===== src/rtl/counter_pkg.sv =====
// Shared definitions for the counter command sequencer: counter control codes,
// sequencer FSM state encoding and the press-priority helper.
package counter_pkg;

   // Command codes understood by the 4-bit up/down/load counter
   localparam logic [1:0] CTRL_CLEAR = 2'd0;
   localparam logic [1:0] CTRL_UP    = 2'd1;
   localparam logic [1:0] CTRL_DOWN  = 2'd2;
   localparam logic [1:0] CTRL_LOAD  = 2'd3;

   typedef enum logic [1:0] {
      ST_IDLE     = 2'd0,
      ST_RUN_UP   = 2'd1,
      ST_RUN_DOWN = 2'd2
   } state_t;

   // The single press acted on in a cycle after priority resolution
   typedef enum logic [2:0] {
      PR_NONE = 3'd0,
      PR_CLR  = 3'd1,
      PR_LOAD = 3'd2,
      PR_RUN  = 3'd3,
      PR_UP   = 3'd4,
      PR_DOWN = 3'd5
   } press_t;

   // clr > load > run > up > down; lower-priority coincident presses are dropped
   function automatic press_t pick_press(input logic clr, input logic ld,
                                         input logic run, input logic up,
                                         input logic down);
      if (clr)       return PR_CLR;
      else if (ld)   return PR_LOAD;
      else if (run)  return PR_RUN;
      else if (up)   return PR_UP;
      else if (down) return PR_DOWN;
      else           return PR_NONE;
   endfunction

endpackage


===== src/rtl/counter_cmd_ctrl_if.sv =====
// Bus between the command sequencer and its surroundings: raw buttons, switch
// value, counter feedback and the counter command outputs.
interface counter_cmd_ctrl_if;
   logic       btn_up;
   logic       btn_down;
   logic       btn_clr;
   logic       btn_load;
   logic       btn_run;
   logic [3:0] sw_val;
   logic [3:0] count_in;
   logic [1:0] control;
   logic [3:0] load;
   logic       running;

   // Sequencer side
   modport master (
      input  btn_up, btn_down, btn_clr, btn_load, btn_run, sw_val, count_in,
      output control, load, running
   );

   // Environment side (buttons, switches, counter)
   modport slave (
      output btn_up, btn_down, btn_clr, btn_load, btn_run, sw_val, count_in,
      input  control, load, running
   );
endinterface


===== src/rtl/btn_conditioner.sv =====
// One push-button path: synchroniser register, optional debounce (macro
// CMD_DEBOUNCE_EN) and rising-edge detect producing a one-cycle press pulse.
// A button that is already high when reset is released never produces a
// press until it has been seen low at least once.
module btn_conditioner #(
   parameter int DEBOUNCE_CYCLES = 4
) (
   input  logic clk,
   input  logic reset,
   input  logic raw,
   output logic press
);

   logic sync_lvl;
   logic deb_lvl;
   logic prev_lvl;
   logic armed;

   // Synchroniser stage for the raw button level
   always_ff @(posedge clk) begin
      if (reset) sync_lvl <= 1'b0;
      else       sync_lvl <= raw;
   end

`ifdef CMD_DEBOUNCE_EN
   localparam int CW = $clog2(DEBOUNCE_CYCLES);
   logic [CW-1:0] diff_cnt;

   // Accept a new level only after DEBOUNCE_CYCLES consecutive differing samples
   always_ff @(posedge clk) begin
      if (reset) begin
         deb_lvl  <= 1'b0;
         diff_cnt <= '0;
      end else if (sync_lvl != deb_lvl) begin
         if (diff_cnt == CW'(DEBOUNCE_CYCLES - 1)) begin
            deb_lvl  <= sync_lvl;
            diff_cnt <= '0;
         end else begin
            diff_cnt <= diff_cnt + 1'b1;
         end
      end else begin
         diff_cnt <= '0;
      end
   end
`else
   // Depth parameter has no effect here; the synchronised level is used directly
   assign deb_lvl = sync_lvl && (DEBOUNCE_CYCLES > 0);
`endif

   // Previous debounced level and post-reset arming for the edge detector
   always_ff @(posedge clk) begin
      if (reset) begin
         prev_lvl <= 1'b0;
         armed    <= 1'b0;
      end else begin
         prev_lvl <= deb_lvl;
         armed    <= armed | ~raw;
      end
   end

   assign press = armed & deb_lvl & ~prev_lvl;

endmodule


===== src/rtl/counter_cmd_ctrl.sv =====
// Counter command sequencer. Converts button presses into single-cycle
// counter commands, runs a prescaled free-running up/down mode and holds the
// counter between commands by reloading its own value. Optional button
// debounce is enabled with the macro CMD_DEBOUNCE_EN.
module counter_cmd_ctrl
   import counter_pkg::*;
#(
   parameter int PRESCALE        = 8,
   parameter int DEBOUNCE_CYCLES = 4
) (
   input logic                clk,
   input logic                reset,
   counter_cmd_ctrl_if.master bus
);

   localparam int              PW         = (PRESCALE > 1) ? $clog2(PRESCALE) : 1;
   localparam logic [PW-1:0]   PRESC_LAST = PW'(PRESCALE - 1);

   logic          press_up;
   logic          press_down;
   logic          press_clr;
   logic          press_load;
   logic          press_run;
   press_t        sel;

   state_t        state;
   state_t        state_next;
   logic [PW-1:0] presc;
   logic [PW-1:0] presc_next;
   logic [1:0]    ctrl_q;
   logic [1:0]    ctrl_next;
   logic          ld_cmd_q;
   logic          ld_cmd_next;
   logic [3:0]    ld_val_q;
   logic          running_q;

   btn_conditioner #(.DEBOUNCE_CYCLES(DEBOUNCE_CYCLES)) u_btn_up (
      .clk(clk), .reset(reset), .raw(bus.btn_up),   .press(press_up));
   btn_conditioner #(.DEBOUNCE_CYCLES(DEBOUNCE_CYCLES)) u_btn_down (
      .clk(clk), .reset(reset), .raw(bus.btn_down), .press(press_down));
   btn_conditioner #(.DEBOUNCE_CYCLES(DEBOUNCE_CYCLES)) u_btn_clr (
      .clk(clk), .reset(reset), .raw(bus.btn_clr),  .press(press_clr));
   btn_conditioner #(.DEBOUNCE_CYCLES(DEBOUNCE_CYCLES)) u_btn_load (
      .clk(clk), .reset(reset), .raw(bus.btn_load), .press(press_load));
   btn_conditioner #(.DEBOUNCE_CYCLES(DEBOUNCE_CYCLES)) u_btn_run (
      .clk(clk), .reset(reset), .raw(bus.btn_run),  .press(press_run));

   assign sel = pick_press(press_clr, press_load, press_run, press_up, press_down);

   // State, prescaler and registered command outputs
   always_ff @(posedge clk) begin
      if (reset) begin
         state     <= ST_IDLE;
         presc     <= '0;
         ctrl_q    <= CTRL_LOAD;
         ld_cmd_q  <= 1'b0;
         running_q <= 1'b0;
      end else begin
         state     <= state_next;
         presc     <= presc_next;
         ctrl_q    <= ctrl_next;
         ld_cmd_q  <= ld_cmd_next;
         running_q <= (state_next != ST_IDLE);
      end
   end

   // Switch value captured every edge; only consumed in a load-command cycle
   always_ff @(posedge clk) begin
      ld_val_q <= bus.sw_val;
   end

   // Next-state: run toggles IDLE/RUN, up/down only redirect an active run
   always_comb begin
      state_next = state;
      case (sel)
         PR_RUN:  state_next = (state == ST_IDLE) ? ST_RUN_UP : ST_IDLE;
         PR_UP:   if (state != ST_IDLE) state_next = ST_RUN_UP;
         PR_DOWN: if (state != ST_IDLE) state_next = ST_RUN_DOWN;
         default: state_next = state;
      endcase
   end

   // Command and prescaler decode for the selected press or run-mode step
   always_comb begin
      ctrl_next   = CTRL_LOAD;
      ld_cmd_next = 1'b0;
      presc_next  = presc;
      case (sel)
         PR_CLR: begin
            ctrl_next  = CTRL_CLEAR;
            presc_next = '0;
         end
         PR_LOAD: begin
            ld_cmd_next = 1'b1;
            presc_next  = '0;
         end
         PR_RUN: presc_next = '0;
         PR_UP: begin
            if (state == ST_IDLE) ctrl_next  = CTRL_UP;
            else                  presc_next = '0;
         end
         PR_DOWN: begin
            if (state == ST_IDLE) ctrl_next  = CTRL_DOWN;
            else                  presc_next = '0;
         end
         default: begin
            if (state != ST_IDLE) begin
               if (presc == PRESC_LAST) begin
                  presc_next = '0;
                  ctrl_next  = (state == ST_RUN_UP) ? CTRL_UP : CTRL_DOWN;
               end else begin
                  presc_next = presc + 1'b1;
               end
            end
         end
      endcase
   end

   assign bus.control = ctrl_q;
   assign bus.running = running_q;
   // Hold reloads the live counter value so the cycle after a step stays put
   assign bus.load    = ld_cmd_q ? ld_val_q : bus.count_in;

endmodule


===== src/flat_wrapper.sv =====
// flat-port wrapper written by rule: the top's interface ports become plain ports
module counter_cmd_ctrl_flat import counter_pkg::*;
#(
   parameter int PRESCALE        = 8,
   parameter int DEBOUNCE_CYCLES = 4
)
  (clk, reset, bus_btn_up, bus_btn_down, bus_btn_clr, bus_btn_load, bus_btn_run, bus_sw_val, bus_count_in, bus_control, bus_load, bus_running);
  counter_cmd_ctrl_if bus_i ();
  input logic clk;
  input logic reset;
  input wire logic [$bits(bus_i.btn_up)-1:0] bus_btn_up;
  input wire logic [$bits(bus_i.btn_down)-1:0] bus_btn_down;
  input wire logic [$bits(bus_i.btn_clr)-1:0] bus_btn_clr;
  input wire logic [$bits(bus_i.btn_load)-1:0] bus_btn_load;
  input wire logic [$bits(bus_i.btn_run)-1:0] bus_btn_run;
  input wire logic [$bits(bus_i.sw_val)-1:0] bus_sw_val;
  input wire logic [$bits(bus_i.count_in)-1:0] bus_count_in;
  output wire logic [$bits(bus_i.control)-1:0] bus_control;
  output wire logic [$bits(bus_i.load)-1:0] bus_load;
  output wire logic [$bits(bus_i.running)-1:0] bus_running;
  assign bus_i.btn_up = bus_btn_up;
  assign bus_i.btn_down = bus_btn_down;
  assign bus_i.btn_clr = bus_btn_clr;
  assign bus_i.btn_load = bus_btn_load;
  assign bus_i.btn_run = bus_btn_run;
  assign bus_i.sw_val = bus_sw_val;
  assign bus_i.count_in = bus_count_in;
  assign bus_control = bus_i.control;
  assign bus_load = bus_i.load;
  assign bus_running = bus_i.running;
  counter_cmd_ctrl #(.PRESCALE(PRESCALE), .DEBOUNCE_CYCLES(DEBOUNCE_CYCLES)) u_core (.clk(clk), .reset(reset), .bus(bus_i));
endmodule

===== config.mk =====
export PLATFORM = sky130hd
export DESIGN_NAME = counter_cmd_ctrl_flat
export DESIGN_NICKNAME = d
export VERILOG_FILES = /design/src/rtl/counter_pkg.sv /design/src/rtl/counter_cmd_ctrl_if.sv /design/src/rtl/btn_conditioner.sv /design/src/rtl/counter_cmd_ctrl.sv /design/src/flat_wrapper.sv
export SDC_FILE = /design/constraint.sdc
export NUM_CORES = 1
export LEC_CHECK = 0
export CAP_MARGIN = 30
export CELL_PAD_IN_SITES_DETAIL_PLACEMENT = 0
export CELL_PAD_IN_SITES_GLOBAL_PLACEMENT = 1
export CORE_MARGIN = 10
export CORE_UTILIZATION = 40
export CTS_CLUSTER_SIZE = 25
export DETAILED_ROUTE_END_ITERATION = 10
export DONT_BUFFER_PORTS = 1
export GPL_TIMING_DRIVEN = 1
export PLACE_DENSITY = 0.78
export SLEW_MARGIN = 20
export SYNTH_ARGS = -nofsm -noshare
export SYNTH_HDL_FRONTEND = slang
export SYNTH_HIERARCHICAL = 1
export SYNTH_SLANG_ARGS = --single-unit

===== constraint.sdc =====
create_clock -name clk -period 1.2 [get_ports clk]
set_input_delay 0.12 -clock clk [delete_from_list [all_inputs] [get_ports clk]]
set_output_delay 0.12 -clock clk [all_outputs]
set_load 0.02 [all_outputs]

==> results_dict.tcl, run 1 <==
set metrics [dict create \
    layout_setup_ws_ns -0.154 \
    numCtsBuffers 3 \
    cp-start-kind "flip-flop" \
    fin_nets 146 \
    netlist.area_leader.share_pct 54.8 \
    drv_cap 0 \
    finalCoreUtilization_pct 54.8 \
    violations "negative setup slack" \
    die_h_um 70.6 \
    vias_per_cell 4.93 \
    netlist_top_cells_area "dfxtp_1, nor2b_1, mux2_2" \
    n_fill_cell 231 \
    synth_nets 124 \
    async_flop_share_pct 0 \
    cts_tree "built" \
    grt_first_pass_wirelength_um 3720 \
    post_drt_wl_per_cell_um 13.0 \
    place_ws_ns -0.167 \
    stdcell_count 157 \
    ys_ff_latch 28 \
    ant_nets 0 \
    min_period_ns 1.35 \
    cts.htree.levels 1 \
    netlist_area_sq_um 1020 \
    worstPathRequired_ns 1.45 \
    synthFlopType "dfxtp_1" \
    endpoint_kind "flip-flop" \
    gp_congestion 0.784 \
    die_area_sq_um 4980 \
    dr.pass1.iters 4 \
    hold_violations 0 \
    worst-setup-path-type "flip-flop to flip-flop" \
    finalPower_mw 1.53 \
    ys_warn_count 6 \
    grt_max_degree 23 \
    arrival_ns 1.61 \
    area_growth_pct 31.6 \
    via_count 774 \
    initial_core_util_pct 41.6 \
    ys_seq_area_share_pct 54.8 \
    io_pins 22 \
    fmax_mhz 739 \
    final.setup.tns_ns -0.154 \
    avgSynthCellArea_sq_um 9.55 \
    track_usage_pct 8.82 \
    chipWidth_um 70.6 \
    ys_types 24 \
    relSlewSlack_pct 41.6 \
    clock_path_buffers 2 \
    period_share_pct 113 \
    hold_path_class "input port to flip-flop" \
    coreArea_sq_um 2450 \
    antennaDiodeCount 0 \
    drt_iter0_drc 20 \
    place_hpwl_um 1440 \
    pwr_density_cell_nw_per_um2 1140 \
    netlist_instances 107 \
    wirelength_um 2040 \
    slew_violations 0 \
    synth_top_area_cell "dfxtp_1" \
    overflow 0 \
    cts_num_sinks 28 \
    clk_pin_slew_ns 0.13 \
    place_inst 144 \
    drc_errors 0 \
    fin_worst_skew_ns 0.00188 \
    finalSetupViolCount 1 \
    irDropWorstVdd_uv 765 \
    grt_pass1_vias 845 \
    rsz0062_at_grt "true" \
    clock_latency_ns 0.31 \
    yosys-top-cells-count "dfxtp_1, nand2_1, nor2b_1" \
    numPortBuffers 0 \
    outcome "finished, violations left" \
    synth_edf_count 0 \
    tightestPinTransition_ns 0.877 \
    p_leak_nw 0.540 \
    fp-row-count 18 \
    root_buffer "clkbuf_4" \
    path_max_fanout 2 \
    antenna_found_initial 0 \
    yosysMostFrequentCell "dfxtp_1" \
    layout-drive-gt1-share_pct 36.2 \
]
layer usage:
metal  global-route usage, %  vias to the layer above  part of all wire (%)
li1                        -                      397                     -
met5                       0                        -                     0
met2                    15.8                        8                    54
met3                    2.37                        2                   4.3
met4                    3.87                        0                  0.93
met1                    9.49                      367                    41
worst max-delay path, cell delays in order, from the launching register on:
cell	delay, ns
dfxtp_2	0.36
ha_4	0.16
ha_4	0.15
or4_4	0.50
a21oi_2	0.12
flip-flops by register name, indices dropped and copies added (netlist names), 2 cells and up:
name / count
u_core/ld_val_q: 4
u_core/state: 2
u_core/presc: 3
u_core/bus.control: 2
placed cells by master (no fill, tap or decap), drive strengths merged:
| cell type | instances |
|---|---|
| nand2 | 12 |
| nor3 | 3 |
| a31oi | 1 |
| nor2 | 9 |
| o22ai | 1 |
| o21ai | 1 |
| inv | 7 |
| nor4 | 2 |
| mux2 | 4 |
| dfxtp | 28 |
| ha | 2 |
| a21oi | 11 |
| a32o | 1 |
| nand3 | 2 |
| clkbuf | 3 |
| o21a | 1 |
| or2 | 2 |
| nor2b | 12 |
| mux2i | 2 |
| dlymetal6s4s | 1 |
| and3 | 1 |
| dlygate4sd3 | 9 |
| or4 | 1 |
| buf | 10 |
| nor3b | 1 |
power by group:
| part | switching, mW | total (mW) | leakage, nW | internal, mW |
|---|---|---|---|---|
| Sequential | 0.0288 | 1.00 | 0.235 | 0.974 |
| Clock | 0.236 | 0.353 | 0.0138 | 0.117 |
| Combinational | 0.0841 | 0.175 | 0.291 | 0.0912 |
kinds of logic (layout without fill, tap and decap cells):
| kind of cell | after synthesis | after routing | synth area share (%) |
|---|---|---|---|
| buffers and inverters | 10 | 30 | 3.67 |
| AO/OA/AOI/OAI | 16 | 16 | 10.6 |
| AND/OR/NAND/NOR | 45 | 45 | 22.0 |
| adder cells (fa/ha/maj) | 2 | 2 | 2.45 |
| multiplexers | 6 | 6 | 6.36 |
| flip-flops | 28 | 28 | 54.8 |
path summary, 6_finish.rpt:
kind,from,to,slack [ns],depth (start not counted)
hold / removal,reset,u_core/state[0]$_SDFF_PP0_,0.02,2
setup reg to reg,u_core/presc[0]$_SDFFE_PP0P_,u_core/presc[0]$_SDFFE_PP0P_,-0.15,4
setup / recovery,u_core/presc[0]$_SDFFE_PP0P_,u_core/presc[0]$_SDFFE_PP0P_,-0.15,4
hold reg to reg,u_core/u_btn_clr/armed$_SDFF_PP0_,u_core/u_btn_clr/armed$_SDFF_PP0_,0.46,2
timing repair:
| item | in CTS | in global routing |
|---|---|---|
| setup endpoints to repair | 6 | 23 |
| hold buffers | 10 | 0 |
| setup buffers | 0 | 0 |
| pin swaps | 2 | 1 |
| gates resized for setup | 10 | 22 |
| endpoints found under the hold margin | 27 | 0 |
metrics by stage:
stage | instance area, sq um | hold WS [ns]
2_1_floorplan | 1040 | 0.148
3_5_place_dp | 1140 | 0.148
6_report | 1350 | 0.0230
3_3_place_gp | 1140 | 0.148
5_1_grt | 1350 | 0.00376
4_1_cts | 1290 | 0.00476
layout make-up:
cell class / count / area [sq um] / share of cell area (%)
Inverter: 7 / 26.3 / 1.95
Clock buffer: 3 / 22.5 / 1.67
Tap cell: 30 / 37.5 / 2.79
Timing Repair Buffer: 20 / 178 / 13.2
Multi-Input combinational cell: 69 / 505 / 37.6
Sequential cell: 28 / 576 / 42.8
(Power assumes the default switching activity.)
==> run 2: changes to the inputs <==
==> constraint.sdc (replaced) <==
create_clock -name clk -period 1.2 [get_ports clk]
set_input_delay 0.36 -clock clk [delete_from_list [all_inputs] [get_ports clk]]
set_output_delay 0.36 -clock clk [all_outputs]
set_load 0.02 [all_outputs]
==> run 2 against run 1 <==
  * The flow still finishes with violations (negative setup slack)
  * Core utilization shrank 4.5 points
  * Power shrank 3.0%
  * Maximum frequency decreased by 4.7%
  * Worst setup slack worse by 0.066 ns
  * Final area is 8.2% lower
  * Clock power barely moved
  * Clock-buffer cell count unchanged
  * Critical path type is now flip-flop to output pin
==> results_dict.tcl, run 2 (same netlist as run 1, synthesis figures left out) <==
set metrics [dict create \
    outcome "finished, violations left" \
    violations "negative setup slack" \
    hold_violations 0 \
    fin_worst_skew_ns 0.00671 \
    place_inst 144 \
    min_path_cells 0 \
    crit_slowest_cell "dfxtp_4" \
    clock_path_buffers 2 \
    numCtsBuffers 3 \
    die_h_um 70.6 \
    grt_max_degree 25 \
    grt_first_pass_wirelength_um 3440 \
    min_period_ns 1.42 \
    finalSetupViolCount 5 \
    via_count 723 \
    largest_reg_flops 4 \
    dpl_cell_area_sq_um 1140 \
    cp_slowest_stage_delay_ns 0.41 \
    vias_per_cell 4.92 \
    reg_top3 "u_core/ld_val_q (4), u_core/presc (3)" \
    clock_latency_ns 0.31 \
    path_depth 1 \
    fin_nets 136 \
    area_growth_pct 20.8 \
    grt_pass1_vias 793 \
    coreArea_sq_um 2450 \
    clk_pin_slew_ns 0.13 \
    post_drt_wl_per_cell_um 13.2 \
    root_buffer "clkbuf_4" \
    ff2ff_path_depth 4 \
    path_max_fanout 4 \
    gp_congestion 0.784 \
    track_usage_pct 8.17 \
    io_pins 22 \
    arrival_ns 1.06 \
    final_common_cell "dfxtp_1" \
    worstPathRequired_ns 0.84 \
    pwr_density_cell_nw_per_um2 1200 \
    n_fill_cell 245 \
    hold_path_class "input port to flip-flop" \
    initial_core_util_pct 41.6 \
    p_leak_nw 0.486 \
    endpoint_kind "output pin" \
    die_area_sq_um 4980 \
    multiInputGateArea_sq_um 503 \
    drc_errors 0 \
    numPortBuffers 0 \
    cp_cell_sequence "mux2_4" \
    ff_latch_area_sq_um 571 \
    antenna_found_initial 0 \
    cts_tree "built" \
    tightestPinTransition_ns 0.231 \
    antennaDiodeCount 0 \
    worst-setup-path-type "flip-flop to output pin" \
    place_ws_ns -0.167 \
    rsz0062_at_grt "true" \
    cts_num_sinks 28 \
    chipWidth_um 70.6 \
    regMostFlops "u_core/ld_val_q" \
    cp-start-kind "flip-flop" \
    final.setup.tns_ns -1.02 \
    irDropWorstVdd_uv 678 \
    place_hpwl_um 1440 \
    layout_common_cells "dfxtp_1, nor2b_1, nand2_1, buf_4, inv_1" \
    layout-drive-gt1-share_pct 35.0 \
    slew_violations 0 \
    drt_iter0_drc 23 \
    cts.htree.levels 1 \
    layout_setup_ws_ns -0.220 \
    path_buf_inv 0 \
    design_area_sq_um 1230 \
    relSlewSlack_pct 84.5 \
    fmax_mhz 704 \
    critical-path-top-delay-family "flip-flops" \
    finalPower_mw 1.49 \
    ant_nets 0 \
    period_share_pct 118 \
    dr.pass1.iters 4 \
    stdcell_count 147 \
    overflow 0 \
    fp-row-count 18 \
    wirelength_um 1940 \
    drv_cap 0 \
]
## run 2: cell count changes in the layout (fill, tap and decap cells not counted)
cell / before / now
nand2_2: 3 / 2
dfxtp_1: 18 / 22
or2_0: 0 / 1
dlymetal6s4s_1: 1 / 0
dlygate4sd3_1: 9 / 0
dfxtp_2: 9 / 5
or2_1: 2 / 1
nand2_1: 9 / 10
## run 2: metrics by stage
stage / hold slack (ns) / util [%]
after global routing: 0.0262 / 50.3
after global placement: 0.388 / 46.4
after CTS: 0.0458 / 48.7
after detailed placement: 0.388 / 46.4
after floorplan: 0.388 / -
final: 0.0628 / 50.3
## run 2: report_power, final
| part | switching (mW) | internal (mW) | total (mW) |
|---|---|---|---|
| logic | 0.0640 | 0.0686 | 0.133 |
| registers | 0.0286 | 0.972 | 1.00 |
| clock network | 0.235 | 0.117 | 0.352 |
| total | 0.327 | 1.16 | 1.49 |
## run 2: final timing paths
kind	slack, ns	end	start
setup / recovery	-0.22	bus_load[3]	u_core/ld_cmd_q$_SDFF_PP0_
setup reg to reg	-0.15	u_core/presc[0]$_SDFFE_PP0P_	u_core/presc[0]$_SDFFE_PP0P_
hold / removal	0.06	u_core/ld_val_q[0]$_DFF_P_	bus_sw_val[0]
hold reg to reg	0.46	u_core/u_btn_clr/armed$_SDFF_PP0_	u_core/u_btn_clr/armed$_SDFF_PP0_
## run 2: metal layers
metal | GRT usage [%] | wire length, um | vias to the layer above
li1 | - | - | 376
met1 | 8.78 | 819 | 335
met2 | 14.5 | 1000 | 10
met3 | 2.23 | 98 | 2
met4 | 3.87 | 19 | 0
met5 | 0 | 0 | -
## run 2: layout make-up
type                    instances  area share, %
inverters                       7           2.13
multi-input cells              69           40.7
flip-flops and latches         28           46.2
well taps                      30           3.04
clock buffers                   3           1.82
repair buffers                 10           6.08
## run 2: timing repair
action,4_1_cts,5_1_grt
hold buffers,0,0
gates resized for setup,10,15
endpoints found under the setup margin,6,10
buffers inserted,0,0
pin swaps,2,0
==> run 3: changes to the inputs <==
--- a/config.mk
+++ b/config.mk
@@ -10,6 +10,7 @@
 export CELL_PAD_IN_SITES_GLOBAL_PLACEMENT = 1
 export CORE_MARGIN = 10
 export CORE_UTILIZATION = 40
+export CTS_CLUSTER_DIAMETER = 200
 export CTS_CLUSTER_SIZE = 25
 export DETAILED_ROUTE_END_ITERATION = 10
 export DONT_BUFFER_PORTS = 1
==> results of run 3 <==
The final DEF is identical to that of run 2; final timing and power are the same.
